===== src/rtl/cdb_arbiter.sv =====
// Common data bus arbiter: one holding slot per functional unit, round-robin grant,
// registered broadcast of the winning (tag, data) plus a one-hot done pulse.
module cdb_arbiter #(
    parameter int unsigned       N_FU        = 4,
    parameter int unsigned       TAG_W       = 4,
    parameter logic [TAG_W-1:0]  INVALID_TAG = '0
) (
    input  logic                  CLK,
    input  logic                  RST,
    input  logic                  flush,
    input  logic [N_FU-1:0]       fu_valid,
    input  logic [N_FU*TAG_W-1:0] fu_tag,
    input  logic [N_FU*32-1:0]    fu_data,
    output logic [N_FU-1:0]       fu_ready,
    output logic                  cdb_valid,
    output logic [TAG_W-1:0]      cdb_tag,
    output logic [31:0]           cdb_data,
    output logic [N_FU-1:0]       done,
    output logic                  err_invalid_tag
);

    localparam int unsigned RR_W = (N_FU > 1) ? $clog2(N_FU) : 1;

    logic [N_FU-1:0]  hv;
    logic [TAG_W-1:0] ht [N_FU];
    logic [31:0]      hd [N_FU];
    logic [RR_W-1:0]  rr;
    logic [RR_W-1:0]  win;
    logic [RR_W-1:0]  rr_next;
    logic [RR_W-1:0]  idx_w;
    logic             found;
    logic [N_FU-1:0]  grant;
    int unsigned      idx;

    // Scan from rr upward, wrapping modulo N_FU; first held slot wins.
    always_comb begin
        found = 1'b0;
        win   = '0;
        idx   = 0;
        idx_w = '0;
        for (int unsigned k = 0; k < N_FU; k++) begin
            idx   = (32'(rr) + k) % N_FU;
            idx_w = RR_W'(idx);
            if (!found && hv[idx_w]) begin
                found = 1'b1;
                win   = idx_w;
            end
        end
        grant = '0;
        if (found) begin
            grant[win] = 1'b1;
        end
        rr_next = (32'(win) == N_FU - 1) ? '0 : win + 1'b1;
    end

    assign fu_ready = ~hv | grant;

    always_ff @(posedge CLK or posedge RST) begin
        if (RST) begin
            hv              <= '0;
            rr              <= '0;
            cdb_valid       <= 1'b0;
            cdb_tag         <= INVALID_TAG;
            cdb_data        <= '0;
            done            <= '0;
            err_invalid_tag <= 1'b0;
            for (int unsigned i = 0; i < N_FU; i++) begin
                ht[i] <= INVALID_TAG;
                hd[i] <= '0;
            end
        end else if (flush) begin
            hv        <= '0;
            rr        <= '0;
            cdb_valid <= 1'b0;
            cdb_tag   <= INVALID_TAG;
            cdb_data  <= '0;
            done      <= '0;
        end else begin
            if (found) begin
                cdb_valid <= 1'b1;
                cdb_tag   <= ht[win];
                cdb_data  <= hd[win];
                done      <= grant;
                rr        <= rr_next;
                hv[win]   <= 1'b0;
            end else begin
                cdb_valid <= 1'b0;
                cdb_tag   <= INVALID_TAG;
                cdb_data  <= '0;
                done      <= '0;
            end
            // A capture on the granted port overrides the clear above, so the slot refills.
            for (int unsigned i = 0; i < N_FU; i++) begin
                if (fu_valid[i] && fu_ready[i]) begin
                    if (fu_tag[i*TAG_W +: TAG_W] != INVALID_TAG) begin
                        hv[i] <= 1'b1;
                        ht[i] <= fu_tag[i*TAG_W +: TAG_W];
                        hd[i] <= fu_data[i*32 +: 32];
                    end else begin
                        err_invalid_tag <= 1'b1;
                    end
                end
            end
        end
    end

endmodule


===== config.mk =====
export PLATFORM = sky130hd
export DESIGN_NAME = cdb_arbiter
export DESIGN_NICKNAME = d
export VERILOG_FILES = /design/src/rtl/cdb_arbiter.sv
export SDC_FILE = /design/constraint.sdc
export NUM_CORES = 1
export LEC_CHECK = 0
export ABC_AREA = 0
export BUFFER_PORTS_ARGS = -buffer_cell sky130_fd_sc_hd__buf_4
export CAP_MARGIN = 25
export CORE_AREA = 2 2 167 210
export CTS_CLUSTER_DIAMETER = 120
export DETAILED_ROUTE_END_ITERATION = 16
export DIE_AREA = 0 0 169 212
export MAX_ROUTING_LAYER = met4
export PLACE_DENSITY = 0.49
export SLEW_MARGIN = 20
export SYNTH_ARGS = -nofsm -noshare
export SYNTH_HDL_FRONTEND = slang
export SYNTH_SLANG_ARGS = --single-unit

===== constraint.sdc =====
create_clock -name CLK -period 7.7 [get_ports CLK]
set_input_delay 1.925 -clock CLK [delete_from_list [all_inputs] [get_ports CLK]]
set_output_delay 1.925 -clock CLK [all_outputs]
set_load 0.03 [all_outputs]

==> out/metrics.csv, run 1 <==
metric;value;unit
layout cells sized above 1;54.9;%
Crit path max-delay family;compound AO/OA/AOI/OAI gates;
final setup TNS;0;ns
Slew headroom;44.5;%
IO Count;197;
Site Rows;76;
EDFF count, synth;0;
setup ws final;3.02;ns
clk buf depth;2;
Final Core Density;31.7;%
f_max;214;MHz
CP Data Arrival Time;2.76;ns
RSZ-0062 raised after global routing;false;
Clock transition at path regs;0.07;ns
Worst R2R Start;rr[1];
Via Count;5046;
Clock Skews;0.00971;ns
Detail Route Antenna Nets;0;
clock sink total;192;
ys flop type;dfrtp_1;
Skew-Pair Late Insertion Delay;0.43;ns
total grt overflow;0;
routability congestion estimate;0.693;
start point of the critical path;rr[1];
TritonCTS buffer count;17;
Leakage;4.92;nW
flops & latches, synth;192;
crit path cell chain;a21oi_1 > o21ai_0 > o2bb2a_4 > inv_1 > ha_1 > or2b_2 > buf_4;
final slew viol count;0;
drt first pass iters;4;
CP max stage cell;o2bb2a_4;
post-detailed-route wirelength per cell;18.5;um
clock root buffer;clkbuf_16;
WP buf/inv;2;
reg2reg setup slack;4.48;ns
Post-CTS Setup Repair Bufs;0;
reg2reg path depth;8;
pin slew with the least headroom to its limit;0.832;ns
Die Height;212;um
max incr delay on CP;0.68;ns
Crit. path cell count;7;
All-Layer GR Usage;12.8;%
# H-tree levels;4;
critical path class;flop to output port;
final setup fails;0;
DRC viols;0;
Hold Path Class;flop to flop;
core area;34000;um2
vias in the first global route;5436;
initial core utilization;24.6;%
FFs w/ async S/R, synth;100;%
Distinct cells, synth;37;
first-pass GRT wire length;33200;um
Ys Warns;0;
Syn Area/Cell;15.8;um2
Reg area;4800;um2
Period Utilization, post-route;60.8;%
cell area after synthesis;8380;um2
largest fanout on the critical path;34;
largest net degree at the start of global routing;132;
Via density;4.34;
CP Capture Type;output port;
Req. time, crit path;5.78;ns
number of nets in the layout;881;
r2r endpoint;hd[63];
CP startpoint kind;flop;
crit path to;fu_ready[1];
pre-CTS setup slack;3.42;ns
syn nets;687;
post-synthesis sequential area ratio;57.3;%
die width;169;um
Port Buffers;196;
combined area of the multi-input logic cells;3280;um2
Area Growth Syn to Fin;28.7;%
PD cells;314;nW/um2
post-cts resize count;0;
Hold Violations, Final;0;
post-layout min period;4.68;ns
die footprint;35800;um2
total wire length;21600;um
Initial DRC Count;161;
Max VDD drop;0.125;mV
fill count;3423;
Post-Syn Instances;532;
outcome;finished clean;
CTS tree;done;
Detailed Place HPWL;14200;um
initial antenna violation count;1;
max-cap violation count;0;
CTS Hold Bufs;0;
[cell families (layout without fill, tap and decap cells)]
kind of cell	count (synthesis)	after routing	share of synthesized area (%)
mux	218	218	30.9
flops	192	192	57.3
compound gates	47	47	4.18
simple gates	36	36	3.09
buf+inv	35	237	3.93
fa+ha+maj	4	4	0.597
other cells	0	1	0
[report_power, final]
group | switching, W | total, W | leakage, nW | internal (W)
Sequential | 0.000145 | 0.00144 | 2.32 | 0.00129
Clock | 0.000388 | 0.000900 | 0.263 | 0.000512
Combinational | 0.000511 | 0.00105 | 2.33 | 0.000541
[final cells by class]
class / instances / share of cell area (%)
multi-input combinational: 305 / 30.4
clock buffer: 21 / 4.18
timing repair buffer: 205 / 14.6
clock inverter: 6 / 1.04
inverter: 5 / 0.244
antenna: 1 / 0.0232
tap: 429 / 4.98
sequential: 192 / 44.5
[worst min path at each step]
stage                          from               to  slack [ns]  cells past startpoint
floorplan                    hd[94]           hd[94]        0.48                      1
global placement    err_invalid_tag  err_invalid_tag        0.47                      1
detailed placement  err_invalid_tag  err_invalid_tag        0.47                      1
CTS                 err_invalid_tag  err_invalid_tag        0.49                      1
global route        err_invalid_tag  err_invalid_tag        0.51                      1
finish              err_invalid_tag  err_invalid_tag        0.49                      1
[state kept, by name, indices dropped and copies added, names as in the netlist]
signal	cells
hv	4
rr	2
err_invalid_tag	1
cdb_valid	1
cdb_tag	4
done	4
ht	16
cdb_data	32
hd	128
[cells in the final DEF, fill, tap and decap left out, types with 4 or more instances in the layout]
master	Yosys	final
buf_4	8	203
dfrtp_1	192	192
mux2_2	84	84
mux2i_1	74	74
mux2_4	60	60
o22ai_1	27	27
clkbuf_16	0	17
o22ai_2	9	9
a21oi_1	4	4
and2_1	4	4
ha_1	4	4
[cells in the mapped netlist (2+ instances only)]
| cell | number | share of area, % |
|---|---|---|
| a21oi_1 | 4 | 0.24 |
| and2_1 | 4 | 0.30 |
| buf_12 | 6 | 1.4 |
| buf_2 | 8 | 0.48 |
| buf_4 | 8 | 0.72 |
| buf_6 | 8 | 1.1 |
| dfrtp_1 | 192 | 57 |
| ha_1 | 4 | 0.60 |
| inv_1 | 4 | 0.18 |
| mux2_2 | 84 | 11 |
| mux2_4 | 60 | 11 |
| mux2i_1 | 74 | 8.8 |
| nand2_1 | 4 | 0.18 |
| nand2b_1 | 3 | 0.22 |
| nand3_1 | 2 | 0.12 |
| nand3b_2 | 2 | 0.27 |
| nor2_1 | 3 | 0.13 |
| nor2b_2 | 2 | 0.21 |
| nor4_1 | 2 | 0.15 |
| o21ai_0 | 3 | 0.18 |
| o22ai_1 | 27 | 2.0 |
| o22ai_2 | 9 | 1.3 |
| or2_2 | 3 | 0.22 |
| or2b_2 | 2 | 0.21 |
| or4_4 | 2 | 0.27 |
[through the flow]
step | hold WS, ns | area (um2) | std cells | total power (W)
finish | 0.490 | 10800 | 1164 | 0.00339
global route | 0.514 | 10800 | 1164 | 0.00359
CTS | 0.494 | 10800 | 1162 | 0.00346
detailed placement | 0.469 | 10200 | 1135 | 0.00253
global placement | 0.475 | 10200 | 1134 | 0.00252
floorplan | 0.480 | 8380 | 532 | 0.00219
[metal layers]
| metal | GRT usage, % | wire length [um] |
|---|---|---|
| met1 | 15.7 | 9340 |
| met2 | 20.6 | 10800 |
| met3 | 3.65 | 1210 |
| met4 | 3.39 | 238 |
| met5 | - | 0 |
Note: power is estimated with default switching activity, not from simulation.
==> run 2: changes to the inputs <==
--- a/config.mk
+++ b/config.mk
@@ -5,15 +5,15 @@
 export SDC_FILE = /design/constraint.sdc
 export NUM_CORES = 1
 export LEC_CHECK = 0
-export ABC_AREA = 0
+export ABC_AREA = 1
 export BUFFER_PORTS_ARGS = -buffer_cell sky130_fd_sc_hd__buf_4
 export CAP_MARGIN = 25
-export CORE_AREA = 2 2 167 210
+export CORE_AREA = 2 2 170 214
 export CTS_CLUSTER_DIAMETER = 120
 export DETAILED_ROUTE_END_ITERATION = 16
-export DIE_AREA = 0 0 169 212
+export DIE_AREA = 0 0 172 216
 export MAX_ROUTING_LAYER = met4
-export PLACE_DENSITY = 0.49
+export PLACE_DENSITY = 0.5
 export SLEW_MARGIN = 20
 export SYNTH_ARGS = -nofsm -noshare
 export SYNTH_HDL_FRONTEND = slang
==> constraint.sdc (replaced) <==
create_clock -name CLK -period 3.96 [get_ports CLK]
set_input_delay 0.99 -clock CLK [delete_from_list [all_inputs] [get_ports CLK]]
set_output_delay 0.99 -clock CLK [all_outputs]
set_load 0.03 [all_outputs]
==> run 2 against run 1 <==
Critical path depth up 6. Largest power group is now combinational logic. Clock skew rose by 0.0018 ns. Synthesized cell count increased by 89%. First-iteration DRC count grew to 3.2 times the previous value. Sequential cell count is the same. Critical endpoint unchanged. Highest routed layer unchanged. Register-to-register slack lost 3.7 ns. Sequential share of layout area is 1.8 points lower. Synthesized area increased by 3.8%. Sequential power grew 110%. Clock-buffer cell count shrank 2. Design area increased by 4.3%. Critical path type unchanged.
==> out/metrics.csv, run 2 <==
metric;value;unit;change
fill count;3785;;was 3423
Via Count;7268;;was 5046
Hold Path Class;flop to flop;;unchanged
final setup fails;0;;unchanged
DRC viols;0;;unchanged
WP buf/inv;4;;was 2
max reg flops;128;;unchanged
Post-Syn Instances;1008;;was 532
syn nets;1163;;was 687
critical path class;flop to output port;;unchanged
RSZ-0062 raised after global routing;false;;unchanged
final setup TNS;0;ns;unchanged
max-cap violation count;0;;unchanged
Clock transition at path regs;0.07;ns;about the same
Via density;4.36;;was 4.34
commonest cells after routing, fill and taps aside;buf_4 (206), dfrtp_1 (192), a21oi_1 (146);;was buf_4 (203), dfrtp_1 (192), mux2_2 (84)
commonest cells in the netlist;dfrtp_1 (192), a21oi_1 (146), inv_1 (146);;was dfrtp_1 (192), mux2_2 (84), mux2i_1 (74)
All-Layer GR Usage;15.8;%;was 12.8%
Slew headroom;38.7;%;was 44.5%
Ys Warns;0;;unchanged
IO Count;197;;unchanged
largest net degree at the start of global routing;75;;was 132
Detailed Place HPWL;19400;um;was 14200 um
EDFF count, synth;0;;unchanged
die width;172;um;was 169 um
routability congestion estimate;0.869;;was 0.693
Post-CTS Setup Repair Bufs;0;;unchanged
power consumption;0.00987;W;was 0.00339 W
top-count cell post-synth;dfrtp_1;;unchanged
max incr delay on CP;0.54;ns;was 0.68 ns
Detail Route Antenna Nets;0;;unchanged
final slew viol count;0;;unchanged
CTS Hold Bufs;0;;unchanged
total wire length;27800;um;was 21600 um
Period Utilization, post-route;92.5;%;
register with the most flip-flops;hd;;unchanged
CP max stage cell;dfrtp_1;;was o2bb2a_4
initial core utilization;24.8;%;was 24.6%
first-pass GRT wire length;42400;um;was 33200 um
PD cells;878;nW/um2;was 314 nW/um2
CP Data Arrival Time;2.67;ns;was 2.76 ns
layout cells sized above 1;23.4;%;was 54.9%
ys flop type;dfrtp_1;;unchanged
clk buf depth;2;;unchanged
Clock Skews;0.0115;ns;was 0.00971 ns
CP Capture Type;output port;;unchanged
vias in the first global route;7235;;was 5436
# H-tree levels;4;;unchanged
FFs w/ async S/R, synth;100;%;unchanged
TritonCTS buffer count;17;;unchanged
Met3 Wirelength;979;um;was 1210 um
Area Growth Syn to Fin;29.3;%;was 28.7%
top sig layer;met4;;unchanged
biggest regs;hd: 128 flops, cdb_data: 32 flops, ht: 16 flops;;unchanged
Leakage;5.72;nW;was 4.92 nW
Distinct cells, synth;27;;was 37
clock root buffer;clkbuf_16;;unchanged
Port Buffers;196;;unchanged
drt first pass iters;5;;was 4
Die Height;216;um;was 212 um
cell area after synthesis;8700;um2;was 8380 um2
die footprint;37200;um2;was 35800 um2
post-cts resize count;0;;unchanged
Max VDD drop;0.686;mV;was 0.125 mV
number of nets in the layout;1334;;was 881
Final Core Density;32.1;%;was 31.7%
CP startpoint kind;flop;;unchanged
post-synthesis sequential area ratio;55.2;%;was 57.3%
top cell type by total area after synthesis;dfrtp_1;;unchanged
total grt overflow;0;;unchanged
CTS tree;done;;unchanged
Hold Violations, Final;0;;unchanged
post-layout min period;3.66;ns;
largest fanout on the critical path;11;;was 34
pre-CTS setup slack;0.800;ns;was 3.42 ns
core area;35100;um2;was 34000 um2
critical path's most frequent cell;nor2_1;;
clock sink total;192;;unchanged
Skew-Pair Late Insertion Delay;0.45;ns;was 0.43 ns
flops & latches, synth;192;;unchanged
Hold WS;0.483;ns;was 0.490 ns
DRT met1 WL;13200;um;was 9340 um
Initial DRC Count;518;;was 161
initial antenna violation count;1;;unchanged
Crit path max-delay family;simple AND/OR/NAND/NOR gates;;was compound AO/OA/AOI/OAI gates
Site Rows;77;;was 76
setup ws final;0.297;ns;was 3.02 ns
post-synth top area share;55.2;%;was 57.3%
f_max;273;MHz;
met2 wire length;12800;um;was 10800 um
most common cell after layout, fill and taps aside;buf_4;;unchanged
top cells by area, synth;dfrtp_1 (55%), a21oi_1 (8.4%), nand3_1 (7.0%);;was dfrtp_1 (57%), mux2_2 (11%), mux2_4 (11%)
outcome;finished clean;;unchanged
pin slew with the least headroom to its limit;0.920;ns;was 0.832 ns
Req. time, crit path;2.97;ns;was 5.78 ns
crit path cell chain;inv_2 > nand2_1 > nand3_1 > nand2_1 > nor2_1 > nor2_1 > nand2_4 > nand2_2 > inv_1 > ha_1 > nor2_1 > inv_1 > buf_4;;was a21oi_1 > o21ai_0 > o2bb2a_4 > inv_1 > ha_1 > or2b_2 > buf_4
post-detailed-route wirelength per cell;16.7;um;was 18.5 um
Syn Area/Cell;8.63;um2;was 15.8 um2
-- run 2: kinds of logic after synthesis --
family,count (synthesis),synth area share [%]
simple gates,414,21.6
compound gates,166,9.62
flops,192,55.2
fa+ha+maj,4,0.575
mux,25,3.24
buf+inv,207,9.74
-- run 2: path summary, 6_finish.rpt --
kind	start	to	slack (ns)	cells after the start
hold / removal	ht[11]	ht[11]	0.48	2
setup reg to reg	rr[0]	hd[92]	0.83	15
setup / recovery	rr[0]	fu_ready[1]	0.30	13
hold reg to reg	ht[11]	ht[11]	0.48	2
min in group asynchronous	RST	done[3]	0.66	2
max in group asynchronous	RST	hd[83]	2.46	3
-- run 2: cell type report --
| type | count | area (um2) | share of cell area [%] |
|---|---|---|---|
| well taps | 474 | 593 | 5.27 |
| clock inverters | 13 | 153 | 1.36 |
| multi-input cells | 609 | 3050 | 27.2 |
| diodes | 1 | 2.50 | 0.0223 |
| flip-flops and latches | 192 | 4800 | 42.7 |
| clock buffers | 19 | 433 | 3.85 |
| repair buffers | 211 | 1650 | 14.6 |
| inverters | 148 | 559 | 4.97 |
-- run 2: per-layer routing --
metal  GRT usage, %  up-vias
met1           21.7     3491
met3           2.48       47
met2           23.5      170
li1               -     3560
met4           5.97        0
met5              -        -
-- run 2: power by group --
group / switching [W] / internal [W]
Clock: 0.000818 / 0.000947
Combinational: 0.00344 / 0.00158
Sequential: 0.000276 / 0.00280
Total: 0.00454 / 0.00533
-- run 2: tightest hold or removal path, delay by kind of cell (launching register included) --
family             cells  cell delay, ns
DFF                    1            0.34
AOI/OAI and AO/OA      1            0.06
and+or+nand+nor        1            0.05
-- run 2: metrics by stage --
stage               std cells  cell area [um2]
floorplan                1008             8700
global placement         1634            10700
detailed placement       1634            10700
CTS                      1666            11200
global route             1667            11200
finish                   1667            11200
